--- src/rtl/jericalla_pkg.sv ---
// Shared definitions for the fetch/sequencer stage.
// Contents: opcode encodings, sequencer state encodings and instruction
// word field offset helpers. Word layout, MSB-first: opcode(3), rd, rs1, rs2.
package jericalla_pkg;

  // Opcodes as seen by the control unit
  localparam logic [2:0] OP_ADD  = 3'b000;
  localparam logic [2:0] OP_SUB  = 3'b001;
  localparam logic [2:0] OP_SLT  = 3'b010;
  localparam logic [2:0] OP_SW   = 3'b011;
  localparam logic [2:0] OP_LW   = 3'b100;
  localparam logic [2:0] OP_HALT = 3'b111;

  // Sequencer states
  localparam logic [2:0] ST_IDLE   = 3'd0;
  localparam logic [2:0] ST_FETCH  = 3'd1;
  localparam logic [2:0] ST_LATCH  = 3'd2;
  localparam logic [2:0] ST_DECIDE = 3'd3;
  localparam logic [2:0] ST_EXEC   = 3'd4;
  localparam logic [2:0] ST_HALT   = 3'd5;

  // Bit offsets of the fields inside a word of width 3 + 3*ra_w
  function automatic int unsigned op_lsb(input int unsigned ra_w);
    return 3 * ra_w;
  endfunction

  function automatic int unsigned rd_lsb(input int unsigned ra_w);
    return 2 * ra_w;
  endfunction

  function automatic int unsigned rs1_lsb(input int unsigned ra_w);
    return ra_w;
  endfunction

  function automatic int unsigned rs2_lsb(input int unsigned ra_w);
    return 0;
  endfunction

endpackage

--- src/rtl/pc_reg.sv ---
// Program counter register.
// Ports:
//   clk          - clock, rising edge
//   rst_n        - asynchronous active-low reset (pc = 0)
//   i_load_zero  - load 0 (takes priority over increment)
//   i_inc        - increment, wrapping at 2**PC_W
//   o_pc         - current program counter
module pc_reg #(
  parameter int unsigned PC_W = 6
) (
  input  logic            clk,
  input  logic            rst_n,
  input  logic            i_load_zero,
  input  logic            i_inc,
  output logic [PC_W-1:0] o_pc
);

  logic [PC_W-1:0] r_pc;

  always_ff @(posedge clk or negedge rst_n) begin
    if (!rst_n) begin
      r_pc <= '0;
    end else if (i_load_zero) begin
      r_pc <= '0;
    end else if (i_inc) begin
      r_pc <= r_pc + {{(PC_W-1){1'b0}}, 1'b1};
    end
  end

  assign o_pc = r_pc;

endmodule

--- src/rtl/fetch_seq.sv ---
// Instruction fetch / sequencer stage feeding the control unit.
// Owns the PC, reads a synchronous instruction ROM, latches the word into the
// IR and issues one instruction at a time with a registered inst_valid.
// Ports:
//   clk, rst_n           - clock and asynchronous active-low reset
//   start                - pulse, begins execution at PC 0 from IDLE/HALT
//   stall                - freezes EXEC while high
//   imem_addr/imem_data  - ROM address out, ROM data in (one cycle later)
//   inst, rd/rs1/rs2_addr- opcode (MSB-first) and register fields from the IR
//   inst_valid           - fields are to be executed this cycle
//   pc                   - address of the instruction held in the IR
//   halted, illegal      - stopped on HALT; sticky illegal-opcode flag
// Build option: ILLEGAL_TRAP_EN makes an illegal opcode halt with pc left on
// the offending word instead of skipping it.
module fetch_seq
  import jericalla_pkg::*;
#(
  parameter int unsigned PC_W     = 6,
  parameter int unsigned RA_W     = 5,
  parameter int unsigned MEM_HOLD = 2
) (
  input  logic              clk,
  input  logic              rst_n,
  input  logic              start,
  input  logic              stall,
  output logic [PC_W-1:0]   imem_addr,
  input  logic [3*RA_W+2:0] imem_data,
  output logic [0:2]        inst,
  output logic [RA_W-1:0]   rd_addr,
  output logic [RA_W-1:0]   rs1_addr,
  output logic [RA_W-1:0]   rs2_addr,
  output logic              inst_valid,
  output logic [PC_W-1:0]   pc,
  output logic              halted,
  output logic              illegal
);

  localparam int unsigned OP_LSB  = op_lsb(RA_W);
  localparam int unsigned RD_LSB  = rd_lsb(RA_W);
  localparam int unsigned RS1_LSB = rs1_lsb(RA_W);
  localparam int unsigned RS2_LSB = rs2_lsb(RA_W);
  localparam int unsigned CNT_W   = (MEM_HOLD > 1) ? $clog2(MEM_HOLD + 1) : 1;

  localparam logic [CNT_W-1:0] HOLD_ONE = CNT_W'(1);
  localparam logic [CNT_W-1:0] HOLD_MEM = CNT_W'(MEM_HOLD);

  logic [2:0]       r_state;
  logic [CNT_W-1:0] r_cnt;
  logic [0:2]       r_op;
  logic [RA_W-1:0]  r_rd;
  logic [RA_W-1:0]  r_rs1;
  logic [RA_W-1:0]  r_rs2;
  logic             r_valid;
  logic             r_illegal;

  logic [2:0]       w_state_d;
  logic [CNT_W-1:0] w_cnt_d;
  logic             w_pc_zero;
  logic             w_pc_inc;
  logic             w_illegal_d;
  logic [PC_W-1:0]  w_pc;

  pc_reg #(
    .PC_W (PC_W)
  ) u_pc_reg (
    .clk         (clk),
    .rst_n       (rst_n),
    .i_load_zero (w_pc_zero),
    .i_inc       (w_pc_inc),
    .o_pc        (w_pc)
  );

  always_comb begin
    w_state_d   = r_state;
    w_cnt_d     = r_cnt;
    w_pc_zero   = 1'b0;
    w_pc_inc    = 1'b0;
    w_illegal_d = r_illegal;
    unique case (r_state)
      ST_IDLE, ST_HALT: begin
        if (start) begin
          w_state_d   = ST_FETCH;
          w_pc_zero   = 1'b1;
          w_illegal_d = 1'b0;
        end
      end
      ST_FETCH:  w_state_d = ST_LATCH;
      ST_LATCH:  w_state_d = ST_DECIDE;
      ST_DECIDE: begin
        unique case (r_op)
          OP_ADD, OP_SUB, OP_SLT: begin
            w_state_d = ST_EXEC;
            w_cnt_d   = HOLD_ONE;
          end
          OP_SW, OP_LW: begin
            w_state_d = ST_EXEC;
            w_cnt_d   = HOLD_MEM;
          end
          OP_HALT: w_state_d = ST_HALT;
          default: begin
            w_illegal_d = 1'b1;
`ifdef ILLEGAL_TRAP_EN
            w_state_d   = ST_HALT;
`else
            w_pc_inc    = 1'b1;
            w_state_d   = ST_FETCH;
`endif
          end
        endcase
      end
      ST_EXEC: begin
        if (!stall) begin
          if (r_cnt == HOLD_ONE) begin
            w_pc_inc  = 1'b1;
            w_state_d = ST_FETCH;
          end else begin
            w_cnt_d = r_cnt - HOLD_ONE;
          end
        end
      end
      default: w_state_d = ST_IDLE;
    endcase
  end

  always_ff @(posedge clk or negedge rst_n) begin
    if (!rst_n) begin
      r_state   <= ST_IDLE;
      r_cnt     <= '0;
      r_op      <= '0;
      r_rd      <= '0;
      r_rs1     <= '0;
      r_rs2     <= '0;
      r_valid   <= 1'b0;
      r_illegal <= 1'b0;
    end else begin
      r_state   <= w_state_d;
      r_cnt     <= w_cnt_d;
      r_illegal <= w_illegal_d;
      // Moore output: high for every cycle spent in EXEC
      r_valid   <= (w_state_d == ST_EXEC);
      if (r_state == ST_LATCH) begin
        r_op  <= imem_data[OP_LSB +: 3];
        r_rd  <= imem_data[RD_LSB +: RA_W];
        r_rs1 <= imem_data[RS1_LSB +: RA_W];
        r_rs2 <= imem_data[RS2_LSB +: RA_W];
      end
    end
  end

  // The ROM sees the PC directly; it is registered, so data follows one cycle later
  assign imem_addr  = w_pc;
  assign pc         = w_pc;
  assign inst       = r_op;
  assign rd_addr    = r_rd;
  assign rs1_addr   = r_rs1;
  assign rs2_addr   = r_rs2;
  assign inst_valid = r_valid;
  assign halted     = (r_state == ST_HALT);
  assign illegal    = r_illegal;

endmodule

--- config.mk ---
export PLATFORM = sky130hd
export DESIGN_NAME = fetch_seq
export DESIGN_NICKNAME = d
export VERILOG_FILES = /design/src/rtl/jericalla_pkg.sv /design/src/rtl/pc_reg.sv /design/src/rtl/fetch_seq.sv
export SDC_FILE = /design/constraint.sdc
export NUM_CORES = 1
export LEC_CHECK = 0
export CAP_MARGIN = 10
export CORE_ASPECT_RATIO = 0.6
export CORE_MARGIN = 1
export CORE_UTILIZATION = 32
export CTS_CLUSTER_SIZE = 24
export DETAILED_ROUTE_END_ITERATION = 12
export HOLD_SLACK_MARGIN = 0.05
export MAX_ROUTING_LAYER = met4
export SYNTH_ARGS = -nofsm -noshare
export SYNTH_HDL_FRONTEND = slang
export SYNTH_SLANG_ARGS = --single-unit
--- constraint.sdc ---
create_clock -name clk -period 1.5 [get_ports clk]
set_input_delay 0.3 -clock clk [delete_from_list [all_inputs] [get_ports clk]]
set_output_delay 0.3 -clock clk [all_outputs]
set_load 0.1 [all_outputs]
==> impl_metrics.py, run 1 <==
metrics = {
    "route": {
        "drt_first_iter_violations": 74,
        "detailedRoute.firstPassIterationCount": 4,
        "drt-wirelength-per-cell_um": 16.1,
        "drc_viols": 0,
        "drt-total-wl_um": 4330,
        "drt-vias-per-instance": 4.81,
        "antenna_left": 0,
        "vias": 1290,
    },
    "global_routing": {
        "via_count_of_the_first_global_routing_pass": 1325,
        "gr-usage-all-layers_pct": 19.5,
        "wire_length_of_the_first_global_routing_pass_um": 6710,
        "largest_net_degree_at_the_start_of_global_routing": 32,
        "antenna_violations_before_repair": 0,
        "global_route.overflow_total": 0,
    },
    "synth": {
        "edff_count_synth": 0,
        "synth.ff_latch_count": 31,
        "syn-cell-area_um2": 1480,
        "postSynthNetCount": 145,
        "synthFlopType": "sky130_fd_sc_hd__dfrtp_1",
        "synthesis.yosys.warnings": 0,
        "synth.lib_cells_used.distinct": 35,
        "ys_seq_area_share_pct": 52.4,
        "netlist_instances": 121,
        "async_flop_share_pct": 100,
        "synth_area_per_cell_um2": 12.2,
    },
    "placement": {
        "hpwlAfterDp_um": 2920,
        "gp_congestion": 0.901,
        "io_buffers": 54,
    },
    "finish": {
        "nNetsFinal": 231,
        "fillerInstances": 302,
        "mostFrequentLayoutCells": "34 x sky130_fd_sc_hd__buf_12, 23 x sky130_fd_sc_hd__dfrtp_1, 23 x sky130_fd_sc_hd__buf_4",
        "final_common_cell": "sky130_fd_sc_hd__buf_12",
        "antenna-diode-count": 0,
        "fraction_of_final_layout_cells_with_drive_strength_greater_than_1_pct": 55.3,
        "area_growth_syn_to_layout_pct": 97.0,
    },
    "critical_path": {
        "worstSetupPathType": "flip-flop to flip-flop",
        "worst-path-max-fanout": 5,
        "critPathLaunchType": "flip-flop",
        "end_kind": "flip-flop",
        "timing.rr.start": "r_state[2]",
        "critPathLaunch": "r_state[2]",
        "crit_arrival_ps": 1880,
        "critPathRequiredTime_ps": 1730,
    },
    "outcome": {
        "violations_in_the_final_reports": "setup timing",
        "run_status": "finished, violations left",
    },
    "floorplanning": {
        "fp.dieArea_um2": 4910,
        "die_x_um": 89.8,
        "io_pins": 55,
        "initial_utilization_pct": 34.6,
        "placement_rows": 18,
        "die_h_um": 54.7,
        "floorplan.core_area_um2": 4280,
    },
    "clocking": {
        "clockRootBuffer": "sky130_fd_sc_hd__clkbuf_8",
        "cts_buffers": 5,
        "clock_tree_from_tritoncts": "yes",
        "clock_sink_count": 31,
        "holdBufCountCts": 0,
        "cts_max_path_buffers": 2,
        "htreeDepth": 2,
        "cts.reportedPaths.clkPinSlew_ps": 70,
        "clk_latency_ps": 290,
    },
    "timing": {
        "final-hold-violation-count": 0,
        "slew_headroom_pct": 83.3,
        "setup_viol_count_final": 17,
        "final_max_slew_viol_count": 0,
        "setup_slack_ps": -156,
        "final_setup_skew_ps": 4.62,
        "achievable-frequency_mhz": 604,
        "final_min_period_over_clock_period_pct": 110,
        "rsz0062_at_grt": "yes",
        "max_slew.worst_pin.slew_ps": 250,
        "timing.hold.ws_ps": 382,
        "fin_crit_ps": 1660,
    },
    "hold_path": {
        "hp_class": "input port to async pin",
    },
    "flow_run": {
        "max_cap_violations": 0,
    },
}
[sequential cells by signal (all words and copies together), names as in the netlist]
name,cells
illegal,1
inst,3
inst_valid,1
r_cnt,2
r_state,3
rd_addr,5
rs1_addr,5
rs2_addr,5
u_pc_reg.o_pc,6
[through the flow]
step / setup TNS [ps] / cells / setup slack [ps] / cell area (µm²) / util [%]
2_1_floorplan: -675 / 121 / -201 / 1540 / -
3_3_place_gp: -1530 / 249 / -183 / 2600 / 60.8
3_5_place_dp: -2340 / 249 / -181 / 2600 / 60.8
4_1_cts: -1340 / 266 / -146 / 2860 / 66.8
5_1_grt: -1860 / 268 / -201 / 2920 / 68.1
6_report: -672 / 268 / -156 / 2920 / 68.1
[area by class of cell]
type | count | area (µm²) | area share (%)
Clock buffer | 6 | 72.6 | 2.49
Timing Repair Buffer | 88 | 1210 | 41.6
Tap cell | 60 | 75.1 | 2.58
Clock inverter | 2 | 12.5 | 0.429
Multi-Input combinational cell | 78 | 731 | 25.1
Sequential cell | 31 | 796 | 27.3
Inverter | 3 | 16.3 | 0.558
[cell usage after synthesis, types with 2 or more instances]
library cell,number,area share (%)
sky130_fd_sc_hd__dfrtp_1,31,52
sky130_fd_sc_hd__mux2_2,18,14
sky130_fd_sc_hd__nand2_1,9,2.3
sky130_fd_sc_hd__buf_4,8,4.1
sky130_fd_sc_hd__o21ai_0,6,2.0
sky130_fd_sc_hd__a21oi_1,5,1.7
sky130_fd_sc_hd__nor2_1,5,1.3
sky130_fd_sc_hd__inv_1,3,0.76
sky130_fd_sc_hd__nand4_1,3,1.3
sky130_fd_sc_hd__xnor2_1,3,1.8
sky130_fd_sc_hd__a32oi_1,2,1.2
sky130_fd_sc_hd__ha_1,2,1.7
sky130_fd_sc_hd__mux2i_1,2,1.4
sky130_fd_sc_hd__nand3_1,2,0.68
sky130_fd_sc_hd__or3_1,2,0.85
[worst max-delay path, cell delays in order, from the launching register on]
cell	delay [ps]
sky130_fd_sc_hd__dfrtp_1	420
sky130_fd_sc_hd__or3b_4	410
sky130_fd_sc_hd__or3_4	370
sky130_fd_sc_hd__a221oi_2	270
sky130_fd_sc_hd__a31o_1	120
[cell families after synthesis]
kind of cell	Yosys count	share of synthesized area, %
simple gates	32	13.5
flops	31	52.4
compound gates	20	9.38
mux	20	15.0
buf+inv	12	5.58
xor+xnor	4	2.37
fa+ha+maj	2	1.69
[metal layers]
layer  routed length, µm  share of wire, %  global-route usage, %
met1                2060                48                   22.6
met2                2000                46                   32.6
met3                 218               5.0                   6.11
met4                  52               1.2                   7.92
met5                   0                 0                      -
[timing repair]
item	4_1_cts	5_1_grt
setup endpoints to repair	26	28
setup buffers	7	3
pin swaps	6	2
resized for setup	20	19
cloned	2	1
[path summary, 6_finish.rpt]
path | endpoint | slack (ps) | cells past startpoint
max in group asynchronous | u_pc_reg.o_pc[0] | 930 | 2
worst min-delay path | r_cnt[1] | 380 | 2
worst min register to register | u_pc_reg.o_pc[4] | 580 | 1
worst max-delay path | r_cnt[0] | -160 | 4
worst max register to register | r_cnt[0] | -160 | 4
min in group clk | u_pc_reg.o_pc[4] | 580 | 1
Power of run 1 is not shown: default switching activity piles up to over one toggle a cycle in this logic, so the estimate is an artifact.
==> run 2: changes to the inputs <==
--- a/config.mk
+++ b/config.mk
@@ -11,7 +11,7 @@
 export CORE_UTILIZATION = 32
 export CTS_CLUSTER_SIZE = 24
 export DETAILED_ROUTE_END_ITERATION = 12
-export HOLD_SLACK_MARGIN = 0.05
+export HOLD_SLACK_MARGIN = 0.15
 export MAX_ROUTING_LAYER = met4
 export SYNTH_ARGS = -nofsm -noshare
 export SYNTH_HDL_FRONTEND = slang
==> results of run 2 <==
No change in the layout: final DEF, timing and power equal those of run 1.
Power of run 2 is left out for the same reason.
